==> src/rtl/sync_fifo_param.sv <==
// Single-clock FIFO with registered read data, occupancy count, threshold flags
// and sticky overflow/underflow error flags.
module sync_fifo_param #(
  parameter int WIDTH    = 8,
  parameter int DEPTH    = 16,
  parameter int AF_LEVEL = DEPTH - 2,
  parameter int AE_LEVEL = 2,
  localparam int AW      = $clog2(DEPTH),
  localparam int CW      = AW + 1
) (
  input  logic             clk,
  input  logic             rst_n,
  input  logic             flush_i,
  input  logic             write_i,
  input  logic [WIDTH-1:0] data_i,
  input  logic             read_i,
  output logic [WIDTH-1:0] data_o,
  output logic             rd_valid_o,
  output logic [CW-1:0]    count_o,
  output logic             full_o,
  output logic             empty_o,
  output logic             almost_full_o,
  output logic             almost_empty_o,
  output logic             overflow_o,
  output logic             underflow_o
);

  logic [WIDTH-1:0] mem_q [DEPTH];
  logic [AW-1:0]    w_ptr_q, w_ptr_d;
  logic [AW-1:0]    r_ptr_q, r_ptr_d;
  logic [CW-1:0]    count_q, count_d;
  logic [WIDTH-1:0] data_q, data_d;
  logic             rd_valid_q, rd_valid_d;
  logic             ovf_q, ovf_d;
  logic             unf_q, unf_d;
  logic             rd_acc, wr_acc;

  // Status flags come straight off the registered count.
  assign full_o         = (count_q == CW'(DEPTH));
  assign empty_o        = (count_q == '0);
  assign almost_full_o  = (count_q >= CW'(AF_LEVEL));
  assign almost_empty_o = (count_q <= CW'(AE_LEVEL));

  assign rd_acc = read_i & ~empty_o & ~flush_i;
  // A full FIFO can still take a write when a read frees a slot the same cycle.
  assign wr_acc = write_i & ~flush_i & (~full_o | rd_acc);

  always_comb begin
    w_ptr_d    = w_ptr_q;
    r_ptr_d    = r_ptr_q;
    count_d    = count_q;
    data_d     = data_q;
    rd_valid_d = 1'b0;
    ovf_d      = ovf_q;
    unf_d      = unf_q;
    if (flush_i) begin
      w_ptr_d = '0;
      r_ptr_d = '0;
      count_d = '0;
      data_d  = '0;
      ovf_d   = 1'b0;
      unf_d   = 1'b0;
    end else begin
      if (wr_acc) w_ptr_d = w_ptr_q + 1'b1;
      if (rd_acc) begin
        r_ptr_d    = r_ptr_q + 1'b1;
        data_d     = mem_q[r_ptr_q];
        rd_valid_d = 1'b1;
      end
      count_d = count_q + {{AW{1'b0}}, wr_acc} - {{AW{1'b0}}, rd_acc};
      ovf_d   = ovf_q | (write_i & ~wr_acc);
      unf_d   = unf_q | (read_i & empty_o);
    end
  end

  always_ff @(posedge clk or negedge rst_n) begin
    if (!rst_n) begin
      w_ptr_q    <= '0;
      r_ptr_q    <= '0;
      count_q    <= '0;
      data_q     <= '0;
      rd_valid_q <= 1'b0;
      ovf_q      <= 1'b0;
      unf_q      <= 1'b0;
    end else begin
      w_ptr_q    <= w_ptr_d;
      r_ptr_q    <= r_ptr_d;
      count_q    <= count_d;
      data_q     <= data_d;
      rd_valid_q <= rd_valid_d;
      ovf_q      <= ovf_d;
      unf_q      <= unf_d;
    end
  end

  // Storage is deliberately left out of reset and flush; only pointers define contents.
  always_ff @(posedge clk) begin
    if (wr_acc) mem_q[w_ptr_q] <= data_i;
  end

  assign data_o      = data_q;
  assign rd_valid_o  = rd_valid_q;
  assign count_o     = count_q;
  assign overflow_o  = ovf_q;
  assign underflow_o = unf_q;

endmodule

==> config.mk <==
export PLATFORM = sky130hd
export DESIGN_NAME = sync_fifo_param
export DESIGN_NICKNAME = d
export VERILOG_FILES = /design/src/rtl/sync_fifo_param.sv
export SDC_FILE = /design/constraint.sdc
export NUM_CORES = 1
export LEC_CHECK = 0
export ABC_AREA = 1
export BUFFER_PORTS_ARGS = -buffer_cell sky130_fd_sc_hd__clkbuf_2
export CORE_ASPECT_RATIO = 0.75
export CORE_MARGIN = 4
export CORE_UTILIZATION = 60
export CTS_CLUSTER_DIAMETER = 30
export DETAILED_ROUTE_END_ITERATION = 10
export PLACE_DENSITY_LB_ADDON = 0.08
export SYNTH_ARGS = -nofsm -noshare
export SYNTH_HDL_FRONTEND = slang
export SYNTH_SLANG_ARGS = --single-unit
export TNS_END_PERCENT = 20
==> constraint.sdc <==
create_clock -name clk -period 6 [get_ports clk]
set_input_delay 1.2 -clock clk [delete_from_list [all_inputs] [get_ports clk]]
set_output_delay 1.2 -clock clk [all_outputs]
set_load 0.005 [all_outputs]
* Word-level counts from Yosys, hierarchy flattened
Memory sizes are Yosys's and may differ from the RTL's.
Index checks and enable logic that the tools add are counted.
** Storage, ports and cells
- Register bits :: 24
- Word-level logic and storage cells :: 44
- Output and inout port bits :: 20
- Input port bits :: 13
- Memories kept :: 1
- RAM bits :: 128
** Operators by class
- $add $sub $neg :: 4
- Equality and inequality tests :: 1
- Bitwise logic cells :: 13
- Multiplexer cells :: 13
- Reduce and logical (&&, ||, !) cells :: 3
- $lt $le $gt $ge :: 2
** Memories
- mem_q :: words 16, bits a word 8, read ports 1, clocked after memory_dff 0, wr ports 1, line 28 : logic [WIDTH-1:0] mem_q [DEPTH];
** Operators with widths (count)
- $mux 4 :: 4
- $mux 8 :: 2
- $add 4x1->4 const B :: 2
- $and 1x1->1 :: 6
- $mux 1 :: 6
- $add 5x1->5 :: 1
- $eq 5x5->1 const B :: 1
- $ge 5x4->1 const B :: 1
- $le 5x2->1 const B :: 1
- $logic_not 5->1 :: 1
- $mux 5 :: 1
- $sub 5x1->5 :: 1
- $not 1->1 :: 4
- $reduce_bool 2->1 :: 2
- $or 1x1->1 :: 3

* Depth between registers and ports, before layout
Gate-level depths: netlist (run 1).
- Word-level depth :: 10
- Depth in mapped cells :: 14
- Depth with buffers taken out :: 14

* Least setup slack after synthesis (run 1)
No wires, ideal clock.
- Path type :: input-to-reg
- Start :: input read_i
- End :: register count_q[4], in the netlist count_o[4]
- Buffers on the path :: 0
- Data required time :: 5923 ps
- Library setup time :: 77 ps
- Path slack :: 3319 ps
- Arrival time :: 2604 ps
- Cell stages on the path :: 11
- Path through :: nand2_1 > nor2_1 > nand2_1 > o21ai_0 > ha_1 > fa_1 > nand2_1 > nand2_1 > a21oi_1 > o21ai_0 > a21oi_1
** On the way
- Cells in the longest elaborated chain, start to end :: 7
** RTL lines
- from (decl) :: line 16 : input logic read_i,
- $and 1x1->1 * (2 in a row) :: line 44 : assign rd_acc = read_i & ~empty_o & ~flush_i;
- $or 1x1->1 :: line 46 : assign wr_acc = write_i & ~flush_i & (~full_o | rd_acc);
- $and 1x1->1 :: line 46
- $add 5x1->5 :: line 70 : count_d = count_q + {{AW{1'b0}}, wr_acc} - {{AW{1'b0}}, rd_acc};
- $sub 5x1->5 * :: line 70
- $mux 5 * :: line 56 : if (flush_i) begin
- via count_d[4] :: line 31 : logic [CW-1:0] count_q, count_d;
- to (signal assigned) :: line 88 : count_q <= count_d;
- to (decl) :: line 31
Mark *: on every way through the listed nets, which the timed path passes. The rest lies on a longest branch.
A chain may end at the register's enable or synchronous reset.

* Final worst setup path (run 1)
- Start :: register count_q[2], in the netlist count_o[2]
- End :: register count_q[4], in the netlist count_o[4]
** On the way
- Cells in the longest elaborated chain, start to end :: 9
- Elaborated cells between the ends (all ways) :: 11
- Classes of those cells :: add/sub (2); eq/ne (1); mux (1); bitwise (6); reduce/logical (1)
** RTL lines
- $logic_not 5->1 :: line 40 : assign empty_o = (count_q == '0);
- $not 1->1 :: line 44
- $and 1x1->1 (2 in a row) :: line 44
- $or 1x1->1 :: line 46
- $and 1x1->1 :: line 46
- $add 5x1->5 :: line 70
- $sub 5x1->5 * :: line 70
- $mux 5 * :: line 56
- via count_d[4] :: line 31
Marks and branches as above.

==> key figures, run 1 <==
Floorplanning
  • Die height: 101 um
  • Initial core utilization: 0.626
  • Chip width: 132 um
  • Row Count: 33
  • Core area: 11100 um2
  • Die footprint: 13400 um2
  • I/O Pins: 33

Worst setup path
  • Worst-path cell chain: inv_1 > ha_1 > nand4_2 > nand2_1 > nor2_1 > nand2_1 > o21ai_0 > ha_1 > fa_1 > nand2_1 > nand2_1 > a21oi_1 > o21ai_0 > a21oi_1
  • Setup crit end kind: register
  • Setup crit start: count_o[2]
  • Worst Path Required: 6.30 ns
  • Max incr delay on CP: 0.55 ns
  • Crit path buf inv count: 1
  • CP most frequent cell: nand2_1
  • Worst R2R Path Depth: 14
  • Startpoint types: register
  • Reg2reg start: count_o[2]
  • Crit path depth: 14
  • Critical Path Fanout Max: 12
  • Critical path type: register to register
  • Crit path max-delay family: simple AND/OR/NAND/NOR gates
  • WP data arrival: 3.25 ns
  • Crit path max-delay cell type: nor2_1

Power and ir drop
  • Gate power share: 0.225
  • Pwr Density: 391 nW/um2
  • Leakage dissipation: 3.55 nW
  • Reg power frac: 0.408
  • Switching Fraction: 0.313
  • Pint: 2.08 mW
  • Psw: 0.947 mW
  • Worst VDD drop: 0.268 mV
  • Clock power share: 0.367

Logic synthesis
  • Syn avg cell area: 9.77 um2
  • Cells after synthesis: 711
  • Syn_nets: 740
  • Mapped cell area: 6950 um2
  • Yosys warning count: 0
  • FF+latch count, synth: 152
  • Part of the Yosys area used for sequential elements: 0.640
  • Netlist cell types: 23

Layout
  • Multi-input gate area: 1840 um2
  • Layout cell share with drive strength beyond 1: 0.103
  • Cell area after layout: 7740 um2
  • Fillers: 834
  • Area Overhead vs Synth: 11.3%
  • Reg area: 4450 um2
  • ANT cells: 0
  • Nets: 767

Global route
  • GR Layer Usage met3: 0.0621
  • Gr busiest metal: met2
  • Met2 Use GR: 0.374
  • Total congestion overflow: 0
  • GR met1 Demand/Resource: 0.373
  • First-pass GRT wire length: 25200 um
  • Antenna violations before repair: 0
  • Vias in the first global route: 4655
  • All-Layer GR Usage: 0.251
  • Largest net degree at the start of global routing: 75

Clock tree
  • Max H-tree Level: 4
  • Worst skew pair latency: 0.42 ns
  • Number of post-CTS setup repair buffers: 0
  • CTS Buf Count: 17
  • CTS Sinks: 152
  • Hold_buf cts: 0
  • Worst-case clock buffer depth: 2
  • Post-cts resize count: 0
  • Root Buffer: clkbuf_16
  • Reg clk slew, reported paths: 0.06 ns
  • CTS tree: yes

Drt
  • TritonRoute pass-1 iters: 5
  • Routed Antenna Nets: 0
  • DRC Markers: 0
  • Vias per inst: 5.36
  • Vias: 4780
  • WL final: 15700 um
  • Initial drt markers: 514
  • Wirelength per Cell: 17.6 um

Timing
  • Final Setup Violations: 0
  • Final hold violation count: 0
  • Worst Tran Pin Value: 1.02 ns
  • RSZ-0062 raised after global routing: no
  • Final worst slack: 3.05 ns
  • TNS Setup: 0 ns
  • Hold WS: 0.485 ns
  • Slew HR: 0.320
  • Period minus WS final: 2.95 ns
  • Fmax: 339 MHz
  • Setup Skew: 0.00496 ns
  • Final period utilization: 0.491
  • Final Max Slew Viols: 0

Worst hold path
  • Hold Path Class: register to register
  • Worst Hold Depth: 2
  • Min-Delay Startpoint: data_o[2]

Placement
  • GPL Wtd Cong: 0.912
  • Post-DP Area: 7120 um2
  • Port buffer count: 32
  • HPWL after DPL: 10100 um
  • Pre-CTS setup slack: 2.75 ns

Run status
  • Outcome: complete, no violations

Job
  • Max cap viols: 0
final timing paths:
check                             end  slack, ns
setup / recovery           count_o[4]       3.05
hold / removal              data_o[2]       0.48
setup reg to reg           count_o[4]       3.05
hold reg to reg             data_o[2]       0.48
min in group asynchronous  count_o[4]       0.78
max in group asynchronous  r_ptr_q[0]       4.78
final cells by class:
cell class / count / share of cell area
Timing Repair Buffer: 34 / 0.0226
Multi-Input combinational cell: 404 / 0.238
Sequential cell: 152 / 0.575
Clock inverter: 15 / 0.0247
Clock buffer: 17 / 0.0550
Tap cell: 140 / 0.0226
Inverter: 129 / 0.0626
cells in the mapped netlist, drive strengths merged:
master	count	area, um2
nand2	243	915
edfxtp	128	3840
inv	126	473
nand3	87	435
nor2	28	105
buf	25	176
dfrtp	24	601
ha	15	188
o21ai	10	50.1
or2	8	50.1
a21oi	7	35.0
clkinv	3	11.3
o21a	2	15.0
clkbuf	1	3.75
fa	1	20.0
nand4	1	12.5
nor3	1	5.00
xor2	1	8.76
kinds of logic (layout without fill, tap and decap cells):
family,after synthesis,after routing,synth area share
flip-flops,152,152,0.640
AND/OR/NAND/NOR,368,368,0.219
buffers and inverters,155,195,0.0956
XOR/XNOR,1,1,0.00126
adder cells (fa/ha/maj),16,16,0.0299
AO/OA/AOI/OAI,19,19,0.0144
cells in the final DEF (no fill, tap or decap), drive strengths merged, types with 2 or more instances in the layout:
cell    count
buf         2
a21oi       7
clkbuf     49
ha         15
nand2     243
inv       133
nand3      87
clkinv      7
or2         8
o21a        2
o21ai      10
nor2       28
bufinv      3
dfrtp      24
edfxtp    128
tightest hold or removal path: cells and delay by family, from the launching register on:
kind          cells  cell delay [ns]
simple gates      2             0.11
flops             1             0.34
flip-flops by register name (all words and copies together) (netlist names):
| signal | flops |
|---|---|
| underflow_o | 1 |
| r_ptr_q | 4 |
| rd_valid_o | 1 |
| overflow_o | 1 |
| data_o | 8 |
| w_ptr_q | 4 |
| count_o | 5 |
| mem_q | 128 |
power groups by stage:
stage          clock, mW  sequential, mW  combinational [mW]
5_1_grt             1.17            1.24               0.765
6_report            1.11            1.23               0.681
4_1_cts             1.11            1.23               0.675
3_3_place_gp           0            1.25               0.655
2_1_floorplan          0            1.25               0.489
3_5_place_dp           0            1.25               0.666
metrics by stage:
stage / util / power (mW) / instances
after global routing: 0.697 / 3.17 / 891
final: 0.697 / 3.02 / 891
after global placement: 0.641 / 1.91 / 859
after floorplan: - / 1.74 / 711
after detailed placement: 0.641 / 1.92 / 859
after CTS: 0.697 / 3.02 / 891
layer usage:
metal / wire length (um) / vias to the layer above
li1: - / 2307
met1: 7310 / 2264
met2: 6920 / 189
met3: 1200 / 20
met4: 251 / 0
met5: 0 / -
Note: power is estimated with default switching activity, not from simulation.
==> run 2, diff against run 1 <==
--- a/config.mk
+++ b/config.mk
@@ -9,7 +9,7 @@
 export BUFFER_PORTS_ARGS = -buffer_cell sky130_fd_sc_hd__clkbuf_2
 export CORE_ASPECT_RATIO = 0.75
 export CORE_MARGIN = 4
-export CORE_UTILIZATION = 60
+export CORE_UTILIZATION = 55
 export CTS_CLUSTER_DIAMETER = 30
 export DETAILED_ROUTE_END_ITERATION = 10
 export PLACE_DENSITY_LB_ADDON = 0.08
==> constraint.sdc (replaced) <==
create_clock -name clk -period 2.45 [get_ports clk]
set_input_delay 0.49 -clock clk [delete_from_list [all_inputs] [get_ports clk]]
set_output_delay 0.49 -clock clk [all_outputs]
set_load 0.005 [all_outputs]
==> run 2 against run 1 <==
- cell area grew 3.3%
- die area grew 8.4%
- clock-buffer cell count grew 1
- first-iteration DRC count shrank 21%
- final cell count grew 6.1%
- non-clock buffer count grew 28
- setup slack lost 2.8 ns
- sequential share of layout area shrank 1.8 points
- via count grew 2.0%
- clock skew grew 0.0023 ns
- sequential power grew 150%
- critical endpoint unchanged
- largest power group unchanged
- highest routed layer unchanged
==> key figures, run 2 (synthesis results as in run 1) <==
Run status
  • Outcome: complete, no violations

Job
  • Max cap viols: 0 (unchanged)

Drt
  • DRC Markers: 0 (unchanged)
  • Wire length on met3: 1210 um (+0.67%)
  • Wirelength per Cell: 17.3 um (-1.9%)
  • Highest metal used: met4
  • Vias: 4876 (+2.0%)
  • TritonRoute pass-1 iters: 5 (unchanged)
  • Metal1 wirelength: 7590 um (+3.8%)
  • Routed met2 length: 7320 um (+5.7%)
  • Initial drt markers: 405 (-21%)
  • Vias per inst: 5.16 (-3.8%)
  • Routed Antenna Nets: 0 (unchanged)
  • WL final: 16300 um (+4.1%)

Layout
  • Max FFs per register: 128 (unchanged)
  • Commonest cells after routing, fill and taps aside: nand2_1 (241), edfxtp_1 (128), inv_1 (119)
  • Commonest non-fill, non-tap cell in the layout: nand2_1
  • Fillers: 1008 (+21%)
  • Nets: 795 (+3.7%)
  • Area Overhead vs Synth: 15.0%
  • Layout cell share with drive strength beyond 1: 0.142 (+0.0400)
  • Cell area after layout: 7990 um2 (+3.3%)
  • ANT cells: 0 (unchanged)
  • Biggest register: mem_q

Floorplanning
  • Initial core utilization: 0.565 (-0.0609)
  • Core area: 12300 um2 (+11%)
  • Chip width: 138 um (+4.2%)
  • I/O Pins: 33 (unchanged)
  • Die footprint: 14500 um2 (+8.4%)
  • Row Count: 35 (+6.1%)
  • Die height: 105 um (+4.1%)

Timing
  • Worst Tran Pin Value: 0.626 ns (-0.395 ns)
  • Final period utilization: 0.915 (+0.424)
  • Final hold violation count: 0 (unchanged)
  • Hold WS: 0.0713 ns (-0.413 ns)
  • Period minus WS final: 2.24 ns (-0.703 ns)
  • Fmax: 446 MHz (+31%)
  • Setup Skew: 0.00729 ns (+0.00233 ns)
  • Final Setup Violations: 0 (unchanged)
  • Final Max Slew Viols: 0 (unchanged)
  • Slew HR: 0.582 (+0.263)
  • RSZ-0062 raised after global routing: no

Clock tree
  • Reg clk slew, reported paths: 0.06 ns (about the same)
  • Root Buffer: clkbuf_16
  • CTS Buf Count: 17 (unchanged)
  • CTS tree: yes
  • Hold_buf cts: 0 (unchanged)
  • Worst-case clock buffer depth: 2 (unchanged)
  • CTS Sinks: 152 (unchanged)
  • Worst skew pair latency: 0.42 ns (about the same)
  • Max H-tree Level: 4 (unchanged)

Worst setup path
  • WP data arrival: 2.59 ns (-0.66 ns)
  • Max incr delay on CP: 0.38 ns (-0.17 ns)
  • Startpoint types: register
  • Setup crit end kind: register
  • Critical Path Fanout Max: 4 (-8)
  • Worst-path cell chain: inv_2 > ha_4 > nand4_4 > nand2_2 > buf_4 > inv_1 > o21ai_0 > ha_2 > fa_2 > nand2_1 > nand2_1 > a21oi_2 > o21ai_0 > a21oi_1
  • Critical path type: register to register
  • Crit path max-delay cell type: dfrtp_1
  • Worst Path Required: 2.80 ns (-3.50 ns)

Global route
  • Antenna violations before repair: 0 (unchanged)
  • Largest net degree at the start of global routing: 35 (-53%)
  • Vias in the first global route: 4575 (-1.7%)
  • Total congestion overflow: 0 (unchanged)
  • First-pass GRT wire length: 25200 um (about the same)
  • All-Layer GR Usage: 0.236 (-0.0151)

Placement
  • HPWL after DPL: 10600 um (+4.8%)
  • Port buffer count: 32 (unchanged)
  • GPL Wtd Cong: 0.821 (-9.9%)
  • Post-DP Area: 7340 um2 (+3.2%)

Worst hold path
  • Hold Path Class: input pin to async pin

Power and ir drop
  • Pwr Density: 933 nW/um2 (+140%)
  • Worst VDD drop: 0.676 mV (+150%)
  • Leakage dissipation: 3.67 nW (+3.4%)
[run 2: cell types whose count changed in the layout (fill, tap and decap cells not counted), moves of 2 or more]
cell / before / now
clkinv_4: 2 / 4
ha_1: 15 / 13
inv_1: 121 / 119
inv_6: 5 / 3
inv_2: 5 / 7
buf_4: 2 / 29
inv_8: 2 / 0
[run 2: area by class of cell]
cell class              count  area (um2)  area share
repair buffers             62         398      0.0498
clock buffers              18         429      0.0537
clock inverters            14         150      0.0188
inverters                 129         484      0.0606
multi-input cells         404        1870       0.235
well taps                 166         208      0.0260
flip-flops and latches    152        4450       0.556
[run 2: per-layer routing]
metal | up-vias | global-route usage
met5 | - | 0
met4 | 0 | 0.0571
met3 | 20 | 0.0544
met2 | 175 | 0.343
met1 | 2323 | 0.361
li1 | 2358 | -
[run 2: where the power goes]
part	internal (mW)	switching, mW	leakage, nW
sequential	2.93	0.120	1.47
combinational	0.642	1.18	1.92
clock	1.51	1.08	0.279
total	5.08	2.37	3.67
[run 2: worst paths after layout]
kind	from	cells past startpoint	end	slack [ns]
max in group asynchronous	rst_n	1	r_ptr_q[0]	1.94
max reg2reg	count_o[2]	14	count_o[4]	0.21
min	rst_n	1	count_o[1]	0.07
min in group clk	flush_i	2	count_o[0]	0.34
min reg2reg	data_o[4]	2	data_o[4]	0.49
max	count_o[2]	14	count_o[4]	0.21
[run 2: stage by stage]
stage | util | power, mW | std cells | setup slack [ns] | TNS, ns
6_report | 0.649 | 7.45 | 945 | 0.207 | 0
3_3_place_gp | 0.597 | 4.76 | 909 | 0.0358 | 0
2_1_floorplan | - | 4.26 | 711 | 0.135 | 0
4_1_cts | 0.646 | 7.37 | 943 | 0.0299 | 0
3_5_place_dp | 0.597 | 4.80 | 909 | -0.0878 | -0.0878
5_1_grt | 0.649 | 7.82 | 945 | 0.0233 | 0
[run 2: timing repair]
item | CTS | global route
buffers inserted | 2 | 2
cloned | 0 | 0
pin swaps | 2 | 0
hold endpoints to repair | 0 | 0
gates resized for setup | 2 | 8
setup endpoints to repair | 1 | 2
[run 2: critical path: cells and delay by family, from the launching register on]
| kind | cells | cell delay [ns] |
|---|---|---|
| flops | 1 | 0.38 |
| buf+inv | 3 | 0.29 |
| fa+ha+maj | 3 | 0.70 |
| simple gates | 4 | 0.33 |
| compound gates | 4 | 0.44 |
